File: config.mk
export PLATFORM = sky130hd
export DESIGN_NAME = dep_rule_cfg_loader
export DESIGN_NICKNAME = d
export VERILOG_FILES = /design/src/rtl/dep_rule_cfg_loader.sv
export SDC_FILE = /design/constraint.sdc
export NUM_CORES = 1
export LEC_CHECK = 0
export ABC_AREA = 1
export CAP_MARGIN = 0
export CORE_MARGIN = 3
export CORE_UTILIZATION = 50
export DETAILED_ROUTE_END_ITERATION = 8
export PLACE_DENSITY = 0.93
export SYNTH_ARGS = -nofsm -noshare
export SYNTH_HDL_FRONTEND = slang
export SYNTH_SLANG_ARGS = --single-unit
export TNS_END_PERCENT = 20
File: constraint.sdc
create_clock -name i_clk -period 4.2 [get_ports i_clk]
set_clock_uncertainty 0.1 [all_clocks]
set_input_delay 0.84 -clock i_clk [delete_from_list [all_inputs] [get_ports i_clk]]
set_output_delay 0.84 -clock i_clk [all_outputs]
set_load 0.005 [all_outputs]
File: src/rtl/dep_rule_cfg_loader.sv
// Deparser type-rule config loader: assembles one type rule in shadow registers from
// 32-bit register writes, then commits it to one slot or walks a clear over all slots.
module dep_rule_cfg_loader #(
    parameter int unsigned RULE_NUM          = 8,
    parameter int unsigned TYPE_NUM          = 4,
    parameter int unsigned TYPE_WIDTH        = 16,
    parameter int unsigned TYPE_OFFSET_WIDTH = 8,
    parameter int unsigned KEY_FILED_NUM     = 8,
    parameter int unsigned KEY_OFFSET_WIDTH  = 6,
    parameter int unsigned HEAD_SHIFT_WIDTH  = 7,
    parameter int unsigned META_SHIFT_WIDTH  = 7
) (
    input  logic                                            i_clk,
    input  logic                                            i_rst_n,
    input  logic                                            i_cfg_valid,
    output logic                                            o_cfg_ready,
    input  logic [7:0]                                      i_cfg_addr,
    input  logic [31:0]                                     i_cfg_data,
    output logic                                            o_cfg_err,
    output logic [15:0]                                     o_commit_cnt,
    output logic [RULE_NUM-1:0]                             o_rule_wren,
    output logic                                            o_typeRule_valid,
    output logic [TYPE_NUM*TYPE_WIDTH-1:0]                  o_typeRule_typeData,
    output logic [TYPE_NUM*TYPE_WIDTH-1:0]                  o_typeRule_typeMask,
    output logic [TYPE_NUM*TYPE_OFFSET_WIDTH-1:0]           o_typeRule_typeOffset,
    output logic [KEY_FILED_NUM*(KEY_OFFSET_WIDTH+1)-1:0]   o_typeRule_keyOffset,
    output logic [KEY_FILED_NUM*KEY_OFFSET_WIDTH-1:0]       o_typeRule_keyReplaceOffset,
    output logic [HEAD_SHIFT_WIDTH-1:0]                     o_typeRule_headShift,
    output logic [META_SHIFT_WIDTH-1:0]                     o_typeRule_metaShift
);

    localparam int unsigned CNT_W = (RULE_NUM > 1) ? $clog2(RULE_NUM) : 1;
    localparam int unsigned KOW   = KEY_OFFSET_WIDTH + 1;

    localparam logic [1:0] S_IDLE   = 2'd0;
    localparam logic [1:0] S_COMMIT = 2'd1;
    localparam logic [1:0] S_CLEAR  = 2'd2;

    localparam logic [RULE_NUM-1:0] WREN_SLOT0 = RULE_NUM'(1);

    logic [1:0]                                         state_q, state_d;
    logic                                               cfg_ready_q, cfg_ready_d;
    logic                                               cfg_err_q, cfg_err_d;
    logic [15:0]                                        commit_cnt_q, commit_cnt_d;
    logic [RULE_NUM-1:0]                                rule_wren_q, rule_wren_d;
    logic [CNT_W-1:0]                                   clr_cnt_q, clr_cnt_d;

    logic                                               valid_q, valid_d;
    logic [TYPE_NUM-1:0][TYPE_WIDTH-1:0]                type_data_q, type_data_d;
    logic [TYPE_NUM-1:0][TYPE_WIDTH-1:0]                type_mask_q, type_mask_d;
    logic [TYPE_NUM-1:0][TYPE_OFFSET_WIDTH-1:0]         type_off_q, type_off_d;
    logic [KEY_FILED_NUM-1:0][KOW-1:0]                  key_off_q, key_off_d;
    logic [KEY_FILED_NUM-1:0][KEY_OFFSET_WIDTH-1:0]     key_rep_q, key_rep_d;
    logic [HEAD_SHIFT_WIDTH-1:0]                        head_shift_q, head_shift_d;
    logic [META_SHIFT_WIDTH-1:0]                        meta_shift_q, meta_shift_d;

    logic                                               accept_c;
    logic                                               addr_hit_c;
    logic                                               cmd_commit_c;
    logic                                               cmd_clear_c;
    logic                                               idx_ok_c;
    logic [3:0]                                         addr_idx_c;
    logic                                               unused_data_c;

    assign accept_c      = i_cfg_valid & cfg_ready_q;
    assign addr_idx_c    = i_cfg_addr[3:0];
    assign idx_ok_c      = ({1'b0, i_cfg_data[7:0]} < 9'(RULE_NUM));
    assign unused_data_c = ^i_cfg_data;

    // Address decode and shadow register writes
    always_comb begin
        valid_d      = valid_q;
        type_data_d  = type_data_q;
        type_mask_d  = type_mask_q;
        type_off_d   = type_off_q;
        key_off_d    = key_off_q;
        key_rep_d    = key_rep_q;
        head_shift_d = head_shift_q;
        meta_shift_d = meta_shift_q;
        addr_hit_c   = 1'b0;
        cmd_commit_c = 1'b0;
        cmd_clear_c  = 1'b0;

        case (i_cfg_addr[7:4])
            4'h0: begin
                for (int unsigned j = 0; j < TYPE_NUM; j++) begin
                    if (addr_idx_c == 4'(j)) begin
                        addr_hit_c = 1'b1;
                        if (accept_c) type_data_d[j] = i_cfg_data[TYPE_WIDTH-1:0];
                    end
                end
            end
            4'h1: begin
                for (int unsigned j = 0; j < TYPE_NUM; j++) begin
                    if (addr_idx_c == 4'(j)) begin
                        addr_hit_c = 1'b1;
                        if (accept_c) type_mask_d[j] = i_cfg_data[TYPE_WIDTH-1:0];
                    end
                end
            end
            4'h2: begin
                for (int unsigned j = 0; j < TYPE_NUM; j++) begin
                    if (addr_idx_c == 4'(j)) begin
                        addr_hit_c = 1'b1;
                        if (accept_c) type_off_d[j] = i_cfg_data[TYPE_OFFSET_WIDTH-1:0];
                    end
                end
            end
            4'h3: begin
                for (int unsigned k = 0; k < KEY_FILED_NUM; k++) begin
                    if (addr_idx_c == 4'(k)) begin
                        addr_hit_c = 1'b1;
                        if (accept_c) begin
                            key_off_d[k] = i_cfg_data[KEY_OFFSET_WIDTH:0];
                            key_rep_d[k] = i_cfg_data[16 +: KEY_OFFSET_WIDTH];
                        end
                    end
                end
            end
            4'h4: begin
                if (addr_idx_c == 4'h0) begin
                    addr_hit_c = 1'b1;
                    if (accept_c) head_shift_d = i_cfg_data[HEAD_SHIFT_WIDTH-1:0];
                end else if (addr_idx_c == 4'h1) begin
                    addr_hit_c = 1'b1;
                    if (accept_c) meta_shift_d = i_cfg_data[META_SHIFT_WIDTH-1:0];
                end
            end
            4'h5: begin
                if (addr_idx_c == 4'h0) begin
                    addr_hit_c = 1'b1;
                    if (accept_c) valid_d = i_cfg_data[0];
                end
            end
            4'h6: begin
                if (addr_idx_c == 4'h0) begin
                    addr_hit_c   = 1'b1;
                    cmd_commit_c = 1'b1;
                end else if (addr_idx_c == 4'h1) begin
                    addr_hit_c  = 1'b1;
                    cmd_clear_c = 1'b1;
                end
            end
            default: ;
        endcase
    end

    // Control FSM: commit pulse, clear walk, ready/err/count generation
    always_comb begin
        state_d      = state_q;
        rule_wren_d  = rule_wren_q;
        clr_cnt_d    = clr_cnt_q;
        commit_cnt_d = commit_cnt_q;
        cfg_err_d    = accept_c & (~addr_hit_c | (cmd_commit_c & ~idx_ok_c));

        unique case (state_q)
            S_IDLE: begin
                if (accept_c && cmd_commit_c && idx_ok_c) begin
                    state_d     = S_COMMIT;
                    rule_wren_d = WREN_SLOT0 << i_cfg_data[7:0];
                end else if (accept_c && cmd_clear_c) begin
                    state_d     = S_CLEAR;
                    clr_cnt_d   = '0;
                    rule_wren_d = WREN_SLOT0;
                end
            end
            S_COMMIT: begin
                state_d      = S_IDLE;
                rule_wren_d  = '0;
                commit_cnt_d = commit_cnt_q + 16'd1;
            end
            S_CLEAR: begin
                if (clr_cnt_q == CNT_W'(RULE_NUM - 1)) begin
                    state_d     = S_IDLE;
                    rule_wren_d = '0;
                end else begin
                    clr_cnt_d   = clr_cnt_q + CNT_W'(1);
                    rule_wren_d = rule_wren_q << 1;
                end
            end
            default: begin
                state_d     = S_IDLE;
                rule_wren_d = '0;
            end
        endcase

        cfg_ready_d = (state_d == S_IDLE);
    end

    always_ff @(posedge i_clk or negedge i_rst_n) begin
        if (!i_rst_n) begin
            state_q      <= S_IDLE;
            cfg_ready_q  <= 1'b0;
            cfg_err_q    <= 1'b0;
            commit_cnt_q <= '0;
            rule_wren_q  <= '0;
            clr_cnt_q    <= '0;
            valid_q      <= 1'b0;
            type_data_q  <= '0;
            type_mask_q  <= '0;
            type_off_q   <= '0;
            key_off_q    <= '0;
            key_rep_q    <= '0;
            head_shift_q <= '0;
            meta_shift_q <= '0;
        end else begin
            state_q      <= state_d;
            cfg_ready_q  <= cfg_ready_d;
            cfg_err_q    <= cfg_err_d;
            commit_cnt_q <= commit_cnt_d;
            rule_wren_q  <= rule_wren_d;
            clr_cnt_q    <= clr_cnt_d;
            valid_q      <= valid_d;
            type_data_q  <= type_data_d;
            type_mask_q  <= type_mask_d;
            type_off_q   <= type_off_d;
            key_off_q    <= key_off_d;
            key_rep_q    <= key_rep_d;
            head_shift_q <= head_shift_d;
            meta_shift_q <= meta_shift_d;
        end
    end

    assign o_cfg_ready                 = cfg_ready_q;
    assign o_cfg_err                   = cfg_err_q;
    assign o_commit_cnt                = commit_cnt_q;
    assign o_rule_wren                 = rule_wren_q;
    // Downstream must never capture a valid rule while slots are being invalidated
    assign o_typeRule_valid            = valid_q & (state_q != S_CLEAR);
    assign o_typeRule_typeData         = type_data_q;
    assign o_typeRule_typeMask         = type_mask_q;
    assign o_typeRule_typeOffset       = type_off_q;
    assign o_typeRule_keyOffset        = key_off_q;
    assign o_typeRule_keyReplaceOffset = key_rep_q;
    assign o_typeRule_headShift        = head_shift_q;
    assign o_typeRule_metaShift        = meta_shift_q;

endmodule

### Yosys cells after proc, flatten, opt, wreduce, memory -nomap -nowiden

Cells that the tools add are included.

* register bits: 310
* latch bits: 0
* RAM bits: 0
* bits in read-only memories: 0
* input port bits: 43
* output and inout bits: 305
* logic and storage cells: 130
* memories: 0

* $add $sub $neg: 2
* multipliers: 0
* divide/modulo/power cells: 0
* order comparisons: 1
* eq/ne operators: 21
* shift-type cells: 1
* mux-type cells: 26
* bitwise gates (word level): 8
* reduce and logical (&&, ||, !) cells: 34

Operators with widths (count)
* AND reduction 3 bit: 22
* == test 4 x 3 -> 1 bit (second input constant): 7
* 2-to-1 mux 8 bit: 3
* adder 16 x 1 -> 16 bit (second input constant): 1
* == test 4 x 2 -> 1 bit (second input constant): 4
* one-hot mux 8 bit (2 select lines): 1
* 2-to-1 mux 1 bit: 13
* 2-to-1 mux 3 bit: 3
* == test 4 x 1 -> 1 bit (second input constant): 2
* logical NOT 4 bit: 2
* < comparator 8 x 4 -> 1 bit (second input constant): 1
* != test 2 bit (second input constant): 4
* AND reduction 4 bit: 2
* left shift 1 x 8 -> 8 bit (first input constant): 1
* 2-to-1 mux 2 bit: 3
* one-hot mux 3 bit (2 select lines): 1
* AND 1 bit: 4
* logical NOT 2 bit: 2
* one-hot mux 1 bit (4 select lines): 1
* one-hot mux 2 bit (2 select lines): 1
* adder 3 x 1 -> 3 bit (second input constant): 1
* == test 3 bit (second input constant): 1
* logical AND 1 bit: 3
* != test 3 bit (second input constant): 1
* 7 further kinds: 9

### Logic depth before layout (Yosys ltp)

* depth in word-level cells: 13
* mapped depth: 9
* depth with buffers taken out: 9

### Least setup slack after synthesis

No wires, ideal clock.

* path kind: input-to-reg
* from: input port i_cfg_addr[7]
* to: register key_off_q (netlist bit o_typeRule_keyOffset[39])
* setup time: 0.128 ns
* arrival: 1.858 ns
* data required time: 3.972 ns
* path slack: 2.114 ns
* stages: 7
* buffers on the path: 1
* path through: nor2_2 > nand3_4 > nor3b_4 > nand2_2 > buf_6 > nand2_1 > o21ai_2

* cells in the longest elaborated chain, start to end: 2

RTL lines
* start, declared: line 17 `input logic [7:0] i_cfg_addr,`
* == test 4 x 2 -> 1 bit: line 84 `case (i_cfg_addr[7:4])`
* AND reduction 3 bit (no source line)
* end signal, assigned: line 217 `key_off_q <= key_off_d;`
* end, declared: line 52 `logic [KEY_FILED_NUM-1:0][KOW-1:0] key_off_q, key_off_d;`

Every way passes these cells.
A chain may end at the register's enable or synchronous reset.

### Final worst setup path

* from: register state_q[1]
* to: output port o_typeRule_valid

* cells in the longest elaborated chain, start to end: 2

RTL lines
* start, declared: line 41 `logic [1:0] state_q, state_d;`
* start signal, assigned: line 207 `state_q <= state_d;`
* != test 2 bit: line 229 `assign o_typeRule_valid = valid_q & (state_q != S_CLEAR);`
* AND 1 bit: line 229
* end, declared: line 22 `output logic o_typeRule_valid,`

Every way passes these cells.

==> out/results.ini <==
[worst_setup_path]
cp_slowest_cell = clkdlybuf4s50_1
crit_type = flip-flop to output port
cpPeakStageDelay_ns = 0.54
reg2regPathDepth = 7
path_common_cell = nor2_1
crit_fanout = 3
cp.required_ns = 3.26
crit_path_end_kind = output port
crit_path_start = state_q[1]
arrival_ns = 1.75
crit_path_cell_trace = inv_1 > nor2_1 > nor2_1 > clkdlybuf4s50_1
start_kind = flip-flop
timing.rr.start = state_q[0]

[clocking]
path_clk_slew_ns = 0.06
postCtsSetupBuffers = 0
clk_latency_ns = 0.55
htree_num_levels = 1
cts_root_buf = clkbuf_16
cts_hold_buf = 0
cts_buffer_depth = 3
cts_inserted_buffers = 31
cts.sinks = 310
cts_resized = 0
cts_tree = yes

[synthesis]
ys_seq_area_share_pct = 65.39
synth_area_sq_um = 11860
syn_nets = 1220
yosys.area.top_type = dfrtp_1
ys_types = 33
syn_avg_cell_area_sq_um = 10.10
yosys_warnings = 0
synth-seq-cells = 310
syn_inst = 1174
synth.area.top_cells = dfrtp_1 65%, nand2_1 8.9%, o21ai_0 7.4%, nor2_1 3.0%, a21oi_1 2.4%
synth_top_area_share_pct = 65.39

[die]
die_h_um = 160.0
ios = 348
num_rows = 55
dieArea_sq_um = 25610
die_w_um = 160.0
initial_core_util_pct = 51.61
core_sq_um = 22980

[route]
vias = 10050
first_pass_iters = 7
routed_wl_um = 38620
drtIter0Drc = 932
ant_nets = 0
drc = 0
wl_per_cell_um = 21.08
via_per_inst = 5.487

[placement]
gp_congestion = 0.9548
dp_hpwl_um = 25330
place_ws_ns = 1.023
port_buffers = 337

[finish]
antenna_cells = 0
fillers = 1502
register_area_sq_um = 7757
drive_gt1_share_pct = 6.912
area_delta_synth_final_pct = 38.78
layout.nets = 1541
multi_input_area_sq_um = 3538

[power]
peakVddDrop_v = 0.0004296
seqPwrFrac_pct = 47.7
finalPower_mw = 6.753
p_per_area_nw_per_um2 = 410.2
comb_power_share_pct = 10.1
p_leak_nw = 7.451
internal-power_mw = 5.166
clkPwrFrac_pct = 42.2
power.switching_mw = 1.587
swShare_pct = 23.50

[global_route]
grt_pass1_wl_um = 59930
grtUsageTotal_pct = 29.61
antenna_found_initial = 0
grt_pass1_vias = 10490
grt_max_degree = 104
grt_overflow_total = 0

[run_status]
status = complete, no violations

[sta]
rsz0062_at_grt = no
setup_viol = 0
tns_ns = 0
holdWs_ns = 0.2465
finalHoldViolCount = 0
fmax_mhz = 371.3
layout_min_cycle_time_ns = 2.694
slew_headroom_pct = 17.54
period_share_pct = 64.13
worst_pin_slew_ns = 1.235
fin_ws_ns = 1.506
slew_violations = 0

[job]
drv_cap = 0

[min_path]
hp-class = input port to asynchronous set/reset pin

==> worst max-delay path, delay by kind of cell (launching register included) <==
kind	cells	cell delay [ns]
simple gates	2	0.16
flops	1	0.40
buf+inv	2	0.64
==> registers in the layout (all words and copies together), names as in the netlist <==
register,cells
clr_cnt_q,3
o_cfg_err,1
o_cfg_ready,1
o_commit_cnt,16
o_rule_wren,8
o_typeRule_headShift,7
o_typeRule_keyOffset,56
o_typeRule_keyReplaceOffset,48
o_typeRule_metaShift,7
o_typeRule_typeData,64
o_typeRule_typeMask,64
o_typeRule_typeOffset,32
state_q,2
valid_q,1
==> synthesized netlist by cell type <==
master	count
nand3_4	1
a21oi_1	56
nand2_4	1
ha_1	3
o21ai_4	1
nor2_2	1
o21ai_1	40
nor3b_4	2
nor3_1	5
nor4_4	1
nand3_1	26
buf_6	12
nor3_4	1
or2_2	2
buf_2	15
nand4_1	14
o21ai_0	176
nand2_2	8
o21ai_2	13
xnor2_1	3
nor2_4	6
mux2_2	1
nand3b_1	1
dfrtp_1	310
xor2_1	6
inv_1	55
nand2_1	282
nor2_1	94
buf_4	4
inv_2	1
nand3_2	1
clkbuf_1	31
o211ai_1	1
==> power groups by stage <==
| stage | sequential (mW) | clock (mW) | combinational [mW] |
|---|---|---|---|
| 6_report | 3.22 | 2.85 | 0.681 |
| 5_1_grt | 3.24 | 3.00 | 0.737 |
| 3_3_place_gp | 3.26 | 0 | 0.648 |
| 4_1_cts | 3.22 | 2.87 | 0.685 |
| 3_5_place_dp | 3.27 | 0 | 0.674 |
| 2_1_floorplan | 3.27 | 0 | 0.172 |
==> layout make-up <==
cell class,instances,share of cell area (%)
clock buffers,42,5.267
inverters,56,1.277
multi-input cells,746,21.49
flip-flops and latches,310,47.12
repair buffers,350,21.34
clock inverters,15,1.125
well taps,313,2.379
==> through the flow <==
| stage | cell area [sq um] | util, % | instances |
|---|---|---|---|
| floorplan | 11860 | - | 1174 |
| finish | 16460 | 71.63 | 1832 |
| CTS | 16460 | 71.63 | 1832 |
| global route | 16460 | 71.63 | 1832 |
| global placement | 15410 | 67.05 | 1775 |
| detailed placement | 15410 | 67.05 | 1775 |
==> per-layer routing <==
layer  vias up  track usage [%]  part of all wire (%)
li1       4473                -                     -
met1      4951            35.31                    37
met2       513            50.15                    49
met3       116            9.339                   9.6
met4         0            11.87                   4.5
met5         -                0                     0
==> cell usage in the layout (no fill, tap or decap), types with 10 or more instances in the layout <==
master / Yosys / layout
nand2_1: 282 / 282
inv_1: 55 / 55
a21oi_1: 56 / 56
o21ai_0: 176 / 176
clkdlybuf4s50_1: 0 / 336
nand4_1: 14 / 14
buf_4: 4 / 10
clkbuf_16: 0 / 31
o21ai_1: 40 / 40
nand3_1: 26 / 26
o21ai_2: 13 / 13
nor2_1: 94 / 94
dfrtp_1: 310 / 310
==> path summary, 6_finish.rpt <==
kind / slack, ns / endpoint
min in group i_clk: 0.39 / o_typeRule_typeMask[19]
max: 1.51 / o_typeRule_valid
max reg2reg: 2.06 / o_rule_wren[4]
min: 0.25 / o_typeRule_keyReplaceOffset[37]
min reg2reg: 0.39 / o_typeRule_typeMask[19]
max in group asynchronous: 2.82 / o_typeRule_typeMask[44]
==> cells by family (layout without fill, tap and decap cells) <==
group	count (synthesis)	in the layout	share of synthesized area [%]
and+or+nand+nor	446	446	16.12
xor gates and xnor gates	9	9	0.6645
AOI/OAI and AO/OA	287	287	12.64
adders and majority gates	3	3	0.3165
muxes	1	1	0.09492
DFF	310	310	65.39
buffers and inverters	118	463	4.778
(Power assumes the default switching activity.)
